==> src/rtl/alu_issue_stage.sv <==
// ID->EX issue register: decodes RV32I instr + operands into ALU a/b/op, holds one entry.
// Latency 1 cycle, full throughput with out_ready=1.
// Backpressure: in_ready = ~out_valid | out_ready; on stall every output holds; flush wins.
module alu_issue_stage #(
    parameter int XLEN = 32
) (
    input  logic            clk,
    input  logic            rst,
    input  logic            in_valid,
    output logic            in_ready,
    input  logic [31:0]     instr,
    input  logic [XLEN-1:0] pc,
    input  logic [XLEN-1:0] rs1_data,
    input  logic [XLEN-1:0] rs2_data,
    input  logic            flush,
    output logic            out_valid,
    input  logic            out_ready,
    output logic [XLEN-1:0] alu_a,
    output logic [XLEN-1:0] alu_b,
    output logic [3:0]      alu_control,
    output logic [4:0]      rd,
    output logic            rd_we,
    output logic            is_branch,
    output logic [2:0]      br_funct3,
    output logic [XLEN-1:0] store_data,
    output logic            illegal
);

    localparam logic [3:0] ALU_ADD  = 4'd0;
    localparam logic [3:0] ALU_SUB  = 4'd1;
    localparam logic [3:0] ALU_AND  = 4'd2;
    localparam logic [3:0] ALU_OR   = 4'd3;
    localparam logic [3:0] ALU_XOR  = 4'd4;
    localparam logic [3:0] ALU_SLT  = 4'd5;
    localparam logic [3:0] ALU_SLTU = 4'd6;
    localparam logic [3:0] ALU_SLL  = 4'd7;
    localparam logic [3:0] ALU_SRL  = 4'd8;
    localparam logic [3:0] ALU_SRA  = 4'd9;

    localparam logic [6:0] OPC_OP     = 7'b0110011;
    localparam logic [6:0] OPC_OP_IMM = 7'b0010011;
    localparam logic [6:0] OPC_LUI    = 7'b0110111;
    localparam logic [6:0] OPC_AUIPC  = 7'b0010111;
    localparam logic [6:0] OPC_LOAD   = 7'b0000011;
    localparam logic [6:0] OPC_STORE  = 7'b0100011;
    localparam logic [6:0] OPC_BRANCH = 7'b1100011;
    localparam logic [6:0] OPC_JAL    = 7'b1101111;
    localparam logic [6:0] OPC_JALR   = 7'b1100111;

    localparam logic [6:0] F7_ZERO = 7'b0000000;
    localparam logic [6:0] F7_ALT  = 7'b0100000;

    typedef enum logic {
        EMPTY = 1'b0,
        FULL  = 1'b1
    } state_t;

    typedef struct packed {
        logic [XLEN-1:0] a;
        logic [XLEN-1:0] b;
        logic [3:0]      ctl;
        logic [4:0]      rd;
        logic            rd_we;
        logic            is_branch;
        logic [2:0]      br_f3;
        logic [XLEN-1:0] store_data;
        logic            illegal;
    } issue_t;

    function automatic logic [3:0] funct3_op(input logic [2:0] f3);
        case (f3)
            3'b000:  funct3_op = ALU_ADD;
            3'b001:  funct3_op = ALU_SLL;
            3'b010:  funct3_op = ALU_SLT;
            3'b011:  funct3_op = ALU_SLTU;
            3'b100:  funct3_op = ALU_XOR;
            3'b101:  funct3_op = ALU_SRL;
            3'b110:  funct3_op = ALU_OR;
            default: funct3_op = ALU_AND;
        endcase
    endfunction

    logic [6:0]      opcode;
    logic [2:0]      funct3;
    logic [6:0]      funct7;
    logic [XLEN-1:0] imm_i;
    logic [XLEN-1:0] imm_s;
    logic [XLEN-1:0] imm_u;
    logic [XLEN-1:0] shamt;
    logic            bad_enc;
    issue_t          dec;
    issue_t          held;
    state_t          state_q;
    state_t          state_d;
    logic            load;

    assign opcode = instr[6:0];
    assign funct3 = instr[14:12];
    assign funct7 = instr[31:25];
    assign imm_i  = {{20{instr[31]}}, instr[31:20]};
    assign imm_s  = {{20{instr[31]}}, instr[31:25], instr[11:7]};
    assign imm_u  = {instr[31:12], 12'b0};
    assign shamt  = {27'b0, instr[24:20]};

    always_comb begin
        dec            = '0;
        bad_enc        = 1'b0;
        dec.rd         = instr[11:7];
        dec.store_data = rs2_data;
        dec.ctl        = ALU_ADD;
        case (opcode)
            OPC_OP: begin
                dec.a     = rs1_data;
                dec.b     = rs2_data;
                dec.rd_we = 1'b1;
                if (funct7 == F7_ZERO)
                    dec.ctl = funct3_op(funct3);
                else if (funct7 == F7_ALT && funct3 == 3'b000)
                    dec.ctl = ALU_SUB;
                else if (funct7 == F7_ALT && funct3 == 3'b101)
                    dec.ctl = ALU_SRA;
                else
                    bad_enc = 1'b1;
            end
            OPC_OP_IMM: begin
                dec.a     = rs1_data;
                dec.b     = imm_i;
                dec.rd_we = 1'b1;
                dec.ctl   = funct3_op(funct3);
                // Shifts carry shamt in imm[4:0]; upper imm bits are funct7.
                if (funct3 == 3'b001) begin
                    dec.b = shamt;
                    if (funct7 != F7_ZERO)
                        bad_enc = 1'b1;
                end else if (funct3 == 3'b101) begin
                    dec.b = shamt;
                    if (funct7 == F7_ALT)
                        dec.ctl = ALU_SRA;
                    else if (funct7 != F7_ZERO)
                        bad_enc = 1'b1;
                end
            end
            OPC_LUI: begin
                dec.b     = imm_u;
                dec.rd_we = 1'b1;
            end
            OPC_AUIPC: begin
                dec.a     = pc;
                dec.b     = imm_u;
                dec.rd_we = 1'b1;
            end
            OPC_LOAD: begin
                dec.a     = rs1_data;
                dec.b     = imm_i;
                dec.rd_we = 1'b1;
            end
            OPC_STORE: begin
                dec.a = rs1_data;
                dec.b = imm_s;
            end
            OPC_BRANCH: begin
                dec.a         = rs1_data;
                dec.b         = rs2_data;
                dec.is_branch = 1'b1;
                dec.br_f3     = funct3;
                case (funct3)
                    3'b000, 3'b001: dec.ctl = ALU_SUB;
                    3'b100, 3'b101: dec.ctl = ALU_SLT;
                    3'b110, 3'b111: dec.ctl = ALU_SLTU;
                    default:        bad_enc = 1'b1;
                endcase
            end
            OPC_JAL, OPC_JALR: begin
                dec.a     = pc;
                dec.b     = 32'd4;
                dec.rd_we = 1'b1;
            end
            default: bad_enc = 1'b1;
        endcase
        if (bad_enc) begin
            dec.a         = '0;
            dec.b         = '0;
            dec.ctl       = ALU_ADD;
            dec.rd_we     = 1'b0;
            dec.is_branch = 1'b0;
            dec.br_f3     = 3'b0;
            dec.illegal   = 1'b1;
        end
        if (dec.rd == 5'd0)
            dec.rd_we = 1'b0;
    end

    assign in_ready  = (state_q == EMPTY) | out_ready;
    assign out_valid = (state_q == FULL);

    always_comb begin
        state_d = state_q;
        load    = 1'b0;
        case (state_q)
            EMPTY: begin
                if (in_valid && !flush) begin
                    state_d = FULL;
                    load    = 1'b1;
                end
            end
            FULL: begin
                if (flush)
                    state_d = EMPTY;
                else if (out_ready) begin
                    if (in_valid)
                        load = 1'b1;
                    else
                        state_d = EMPTY;
                end
            end
            default: state_d = EMPTY;
        endcase
    end

    always_ff @(posedge clk or posedge rst) begin
        if (rst)
            state_q <= EMPTY;
        else
            state_q <= state_d;
    end

    // Flush only clears the side-effect bits; operand payload may stay stale.
    always_ff @(posedge clk or posedge rst) begin
        if (rst) begin
            held <= '0;
        end else if (flush) begin
            held.rd_we     <= 1'b0;
            held.is_branch <= 1'b0;
            held.illegal   <= 1'b0;
        end else if (load) begin
            held <= dec;
        end
    end

    assign alu_a       = held.a;
    assign alu_b       = held.b;
    assign alu_control = held.ctl;
    assign rd          = held.rd;
    assign rd_we       = held.rd_we;
    assign is_branch   = held.is_branch;
    assign br_funct3   = held.br_f3;
    assign store_data  = held.store_data;
    assign illegal     = held.illegal;

endmodule

==> config.mk <==
export PLATFORM = sky130hd
export DESIGN_NAME = alu_issue_stage
export DESIGN_NICKNAME = d
export VERILOG_FILES = /design/src/rtl/alu_issue_stage.sv
export SDC_FILE = /design/constraint.sdc
export NUM_CORES = 1
export LEC_CHECK = 0
export ABC_AREA = 1
export CORE_UTILIZATION = 25
export DETAILED_ROUTE_END_ITERATION = 8
export GPL_TIMING_DRIVEN = 0
export PLACE_DENSITY = 0.51
export SYNTH_ARGS = -nofsm -noshare
export SYNTH_HDL_FRONTEND = slang
export SYNTH_SLANG_ARGS = --single-unit
==> constraint.sdc <==
create_clock -name clk -period 5.3 [get_ports clk]
set_input_delay 1.06 -clock clk [delete_from_list [all_inputs] [get_ports clk]]
set_output_delay 1.06 -clock clk [all_outputs]
set_load 0.05 [all_outputs]
==> results of run 1 <==
-- metrics by stage --
stage          TNS, ns  hold WS [ns]
6_report             0         0.481
5_1_grt              0         0.500
4_1_cts              0         0.486
3_5_place_dp         0         0.465
3_3_place_gp    -87.77         0.464
2_1_floorplan        0         0.759
-- worst max-delay path: stages --
cell and delay, ns:
clkdlybuf4s50_1 0.45, inv_1 0.03, nand2_1 0.12, clkdlybuf4s50_1 0.82
-- how the worst max path moves through the flow --
| stage | startpoint | endpoint | slack (ns) |
|---|---|---|---|
| after floorplan | rst | alu_a[0] | 1.28 |
| after global placement | rst | rd[1] | -0.79 |
| after detailed placement | out_ready | in_ready | 1.75 |
| after CTS | out_ready | in_ready | 1.75 |
| after global routing | out_ready | in_ready | 1.72 |
| final | out_ready | in_ready | 1.74 |
-- routing by layer --
| layer | vias up | GRT usage [%] | routed length (um) |
|---|---|---|---|
| li1 | 3090 | - | - |
| met1 | 2806 | 24.7 | 9940 |
| met2 | 186 | 29.8 | 10100 |
| met3 | 20 | 4.88 | 1450 |
| met4 | 0 | 4.20 | 310 |
| met5 | - | 0 | 0 |
-- synth_stat cells --
| cell | n | area share [%] |
|---|---|---|
| dfrtp_1 | 112 | 48 |
| buf_2 | 10 | 0.86 |
| nor2_1 | 59 | 3.8 |
| a32oi_1 | 1 | 0.15 |
| inv_2 | 1 | 0.064 |
| o21ai_1 | 43 | 3.7 |
| nand3_2 | 3 | 0.52 |
| nand3_1 | 33 | 2.8 |
| a21boi_0 | 1 | 0.13 |
| buf_1 | 4 | 0.26 |
| nand4_1 | 2 | 0.22 |
| nor2_4 | 1 | 0.19 |
| nand2_2 | 2 | 0.22 |
| buf_4 | 5 | 0.65 |
| nor2_2 | 6 | 0.65 |
| a31oi_1 | 1 | 0.11 |
| or2_2 | 1 | 0.11 |
| o21ai_2 | 1 | 0.15 |
| nor3_1 | 2 | 0.17 |
| clkbuf_1 | 25 | 1.6 |
| buf_6 | 1 | 0.19 |
| inv_1 | 77 | 5.0 |
| o21ai_0 | 81 | 7.0 |
| a21oi_1 | 5 | 0.43 |
| nand2_1 | 354 | 23 |
-- cells by family after synthesis --
family / count (synthesis) / share of synthesized area, %
AO/OA/AOI/OAI: 133 / 11.6
buffers and inverters: 123 / 8.61
flip-flops: 112 / 48.2
AND/OR/NAND/NOR: 463 / 31.6
-- area by class of cell --
| cell class | instances | area [um2] | share of cell area (%) |
|---|---|---|---|
| Sequential cell | 112 | 2800 | 31.4 |
| Tap cell | 285 | 357 | 3.99 |
| Clock inverter | 4 | 37.5 | 0.420 |
| Multi-Input combinational cell | 596 | 2510 | 28.1 |
| Inverter | 78 | 298 | 3.33 |
| Clock buffer | 11 | 253 | 2.83 |
| Buffer | 45 | 208 | 2.32 |
| Timing Repair Buffer | 245 | 2470 | 27.6 |
-- where the power goes --
group	internal (mW)	switching, mW
Combinational	0.198	0.317
Clock	0.350	0.338
Sequential	0.898	0.0252
Total	1.45	0.680
-- registers in the layout, indices dropped and copies added, names as in the netlist --
name,count
rd,5
store_data,32
is_branch,1
alu_a,32
alu_control,4
rd_we,1
alu_b,32
illegal,1
out_valid,1
br_funct3,3
==> results.yml, run 1 <==
status:
  status: "finished clean"
cts:
  cts_setup_buffers: 0
  cts_resized: 0
  insertion_delay_ns: 0.36
  cts.sinks: 112
  path_clk_slew_ns: 0.08
  cts_max_level: 3
  clock_tree.root_cell: "clkbuf_16"
  cts_buffers: 9
  cts_buffer_depth: 2
  cts_hold_buf: 0
  cts_tree: "built"
global_routing:
  grt_pass1_vias: 5908
  track_usage_pct: 18.5
  grt_pass1_wl_mm: 33.9
  grt-ovfl-total: 0
  grt_max_degree: 61
  antenna_found_initial: 0
placed_design:
  portBuffers: 244
  dp_hpwl_mm: 17.0
  dp_slack_ns: 1.75
  place_area_um2: 8650
  gp_congestion: 0.827
  placed_cells: 1361
floorplan:
  die-area_um2: 23900
  die_w_um: 155
  initial_core_util_pct: 25.6
  io_pins: 246
  die_h_um: 155
  rows: 55
  core_um2: 22700
layout:
  final_cell_mix: "nand2_1 (354), clkdlybuf4s50_1 (244), dfrtp_1 (112)"
  num-fill-cells: 2483
  utilization_pct: 39.4
  layout_commonest_cell: "nand2_1"
  final_cells: 1376
  stdcell_area_um2: 8940
  drive_above_1_share_pct: 4.40
  diodes: 0
  syn2layout_area_growth_pct: 53.7
  final_nets: 1220
timing:
  fmax_mhz: 281
  post-route-period-util_pct: 67.1
  period_needed_ns: 3.56
  rsz0062_at_grt: "false"
  fin_worst_skew_ns: 0.00673
  hold_viol_final: 0
  timing.slew.headroom_pct: 58.4
  slew_viol_final: 0
  setup_viol: 0
  tightest_slew_ns: 0.625
  finalWorstSetupSlack_ns: 1.74
power:
  powerDensity_nw_per_um2: 238
  p_leak_nw: 4.17
  fin_total_pwr_mw: 2.13
  peakVddDrop_v: 0.000128
hold_path:
  min_path_type: "reg -> reg"
  min_to: "alu_b[31]"
  hold_start: "alu_b[31]"
  holdPathStages: 2
critical_path:
  r2r_end: "rd_we"
  endpoint_kind: "primary output"
  worstPathMaxFanout: 3
  worst-setup-path-type: "in -> out"
  r2r_slack_ns: 3.39
  r2r_cells: 7
  crit_arrival_ns: 2.50
  r2r-start: "out_valid"
  cp.required_ns: 4.24
  start_kind: "primary input"
routing:
  routed-via-count: 6102
  drc: 0
  routedWlPerCell_um: 15.9
  vias_per_cell: 4.43
  drt_iter0_drc: 297
  drt-total-wl_mm: 21.8
  dr.pass1.iters: 5
  ant_nets: 0
synth:
  syn_inst: 831
  synth_nets: 964
  ys_warn_count: 0
  ys_ff_latch: 112
  avgSynthCellArea_um2: 7.00
  ys_types: 25
  synth_area_um2: 5820
  yosysSeqAreaShare_pct: 48.2
flow_run:
  cap_violations: 0
Power figures use the tool's default switching activity.
==> run 2: changes to the inputs <==
==> constraint.sdc (replaced) <==
create_clock -name clk -period 3.7 [get_ports clk]
set_input_delay 0.74 -clock clk [delete_from_list [all_inputs] [get_ports clk]]
set_output_delay 0.74 -clock clk [all_outputs]
set_load 0.05 [all_outputs]
==> results of run 2 <==
Same layout as run 1 (identical final DEF). Status: finished clean.
Among the figures that moved: setup slack after placement 1.75 ns -> 0.677 ns; setup slack after layout 1.74 ns -> 0.782 ns; register-to-register setup slack 3.39 ns -> 1.79 ns; total power 2.13 mW -> 3.05 mW; worst IR drop on VDD 0.000128 V -> 0.000183 V
==> run 3: changes to the inputs <==
--- a/config.mk
+++ b/config.mk
@@ -9,7 +9,7 @@
 export CORE_UTILIZATION = 25
 export DETAILED_ROUTE_END_ITERATION = 8
 export GPL_TIMING_DRIVEN = 0
-export PLACE_DENSITY = 0.51
+export PLACE_DENSITY = 0.53
 export SYNTH_ARGS = -nofsm -noshare
 export SYNTH_HDL_FRONTEND = slang
 export SYNTH_SLANG_ARGS = --single-unit
==> constraint.sdc (replaced) <==
create_clock -name clk -period 2.5 [get_ports clk]
set_input_delay 0.5 -clock clk [delete_from_list [all_inputs] [get_ports clk]]
set_output_delay 0.5 -clock clk [all_outputs]
set_load 0.05 [all_outputs]
==> run 3 against run 2 <==
Against the previous run:
- sequential share of layout area is 0.26 points lower
- die area stayed put
- register-to-register slack worse by 1.2 ns
- via count is 0.34% lower
- highest routed layer unchanged
==> results.yml, run 3 (synthesized netlist as in run 1, its figures left out) <==
cts:
  clock_tree.root_cell: "clkbuf_16"
  cts_setup_buffers: 0
  cts_hold_buf: 0
  cts_tree: "built"
  path_clk_slew_ns: 0.08
  cts_buffer_depth: 2
  insertion_delay_ns: 0.36
  cts_buffers: 9
  cts_max_level: 3
  cts.sinks: 112
global_routing:
  grt-ovfl-total: 0
  grt_max_degree: 39
  track_usage_pct: 18.8
  antenna_found_initial: 0
  grt_pass1_wl_mm: 34.4
  grt_pass1_vias: 6025
critical_path:
  worstPathMaxFanout: 10
  path_common_cell: "nor2_1"
  worst-setup-path-type: "in -> reg"
  cp.required_ns: 2.78
  endpoint_kind: "flop"
  crit_family: "simple AND/OR/NAND/NOR gates"
  critPathMaxStageDelay_ns: 0.65
  critPathSlowestCell: "clkdlybuf4s50_1"
  crit_arrival_ns: 2.67
  crit_path_cell_trace: "clkdlybuf4s50_1 > nand3_1 > nor2_1 > nor2_1 > clkbuf_2 > nor2_1 > o21ai_0 > o21ai_1"
  critPathBufInv: 2
  start_kind: "primary input"
placed_design:
  dp_slack_ns: -0.225
  gp_congestion: 0.838
  portBuffers: 244
  dp_hpwl_mm: 17.3
  placed_cells: 1363
  place_area_um2: 8680
floorplan:
  die_w_um: 155
  rows: 55
  die-area_um2: 23900
  die_h_um: 155
  initial_core_util_pct: 25.6
  io_pins: 246
  core_um2: 22700
layout:
  stdcell_area_um2: 9010
  syn2layout_area_growth_pct: 54.9
  final_cell_mix: "nand2_1 (354), clkdlybuf4s50_1 (243), dfrtp_1 (112)"
  layout_commonest_cell: "nand2_1"
  diodes: 0
  drive_above_1_share_pct: 4.66
  final_nets: 1222
  final_cells: 1379
status:
  status: "finished clean"
timing:
  rsz0062_at_grt: "false"
  tns_ns: 0
  timing.slew.headroom_pct: 58.5
  post-route-period-util_pct: 95.6
  fmax_mhz: 418
  slew_viol_final: 0
  setup_viol: 0
  tightest_slew_ns: 0.623
  hold_viol_final: 0
  finalWorstSetupSlack_ns: 0.110
  fin_worst_skew_ns: 0.00599
  period_needed_ns: 2.39
routing:
  drc: 0
  vias_per_cell: 4.41
  routedWlPerCell_um: 16.0
  drt-total-wl_mm: 22.0
  ant_nets: 0
  routed-via-count: 6081
  drt_iter0_drc: 427
  dr.pass1.iters: 4
flow_run:
  cap_violations: 0
power:
  powerDensity_nw_per_um2: 522
  p_leak_nw: 4.21
  peakVddDrop_v: 0.000258
  fin_total_pwr_mw: 4.71
hold_path:
  min_path_type: "reg -> reg"
[run 3: cell types whose count changed in the layout (fill, tap and decap cells not counted), sizes merged]
cell,delta
dlymetal6s2s,+1
clkdlybuf4s50,-1
clkinv,+1
buf,+2
inv,-1
clkinvlp,-1
bufinv,+2
[run 3: routing by layer]
metal | share of wire, % | global-route usage, % | vias up
met5 | 0 | 0 | -
met4 | 1.4 | 5.23 | 0
met3 | 5.5 | 3.95 | 17
met2 | 46 | 30.3 | 160
met1 | 47 | 25.3 | 2821
li1 | - | - | 3083
[run 3: where the power goes]
part | total [mW] | switching [mW] | internal [mW]
registers | 1.96 | 0.0530 | 1.90
logic | 1.10 | 0.675 | 0.425
clock network | 1.65 | 0.732 | 0.919
total | 4.71 | 1.46 | 3.25
[run 3: area by class of cell]
cell class	instances	area [um2]
clock buffer	11	243
sequential	112	2800
tap	285	357
fill	2428	13700
clock inverter	5	86.3
multi-input combinational	596	2510
buffer	45	209
timing repair buffer	247	2500
inverter	78	297
[run 3: final timing paths]
check / startpoint / endpoint / slack (ns) / cells after the start
max reg2reg: out_valid / rd_we / 0.59 / 6
min: alu_b[31] / alu_b[31] / 0.48 / 2
min reg2reg: alu_b[31] / alu_b[31] / 0.48 / 2
max in group asynchronous: rst / rd[0] / 1.15 / 4
min in group asynchronous: rst / alu_a[5] / 0.56 / 2
max: instr[5] / alu_b[2] / 0.11 / 8
[run 3: metrics by stage]
stage | util, % | hold slack (ns)
after floorplan | - | 0.563
after global placement | 38.0 | 0.464
after detailed placement | 38.2 | 0.465
after CTS | 39.7 | 0.486
after global routing | 39.7 | 0.496
final | 39.7 | 0.484
[run 3: tightest hold or removal path, stage by stage (launching register included)]
cell and delay, ns:
dfrtp_1 0.34, nand2_1 0.05, nand2_1 0.06
[run 3: what timing repair did]
item                                   in CTS  in global routing
setup endpoints to repair                   0                  7
endpoints found under the hold margin       0                  0
resized for setup                           0                  3
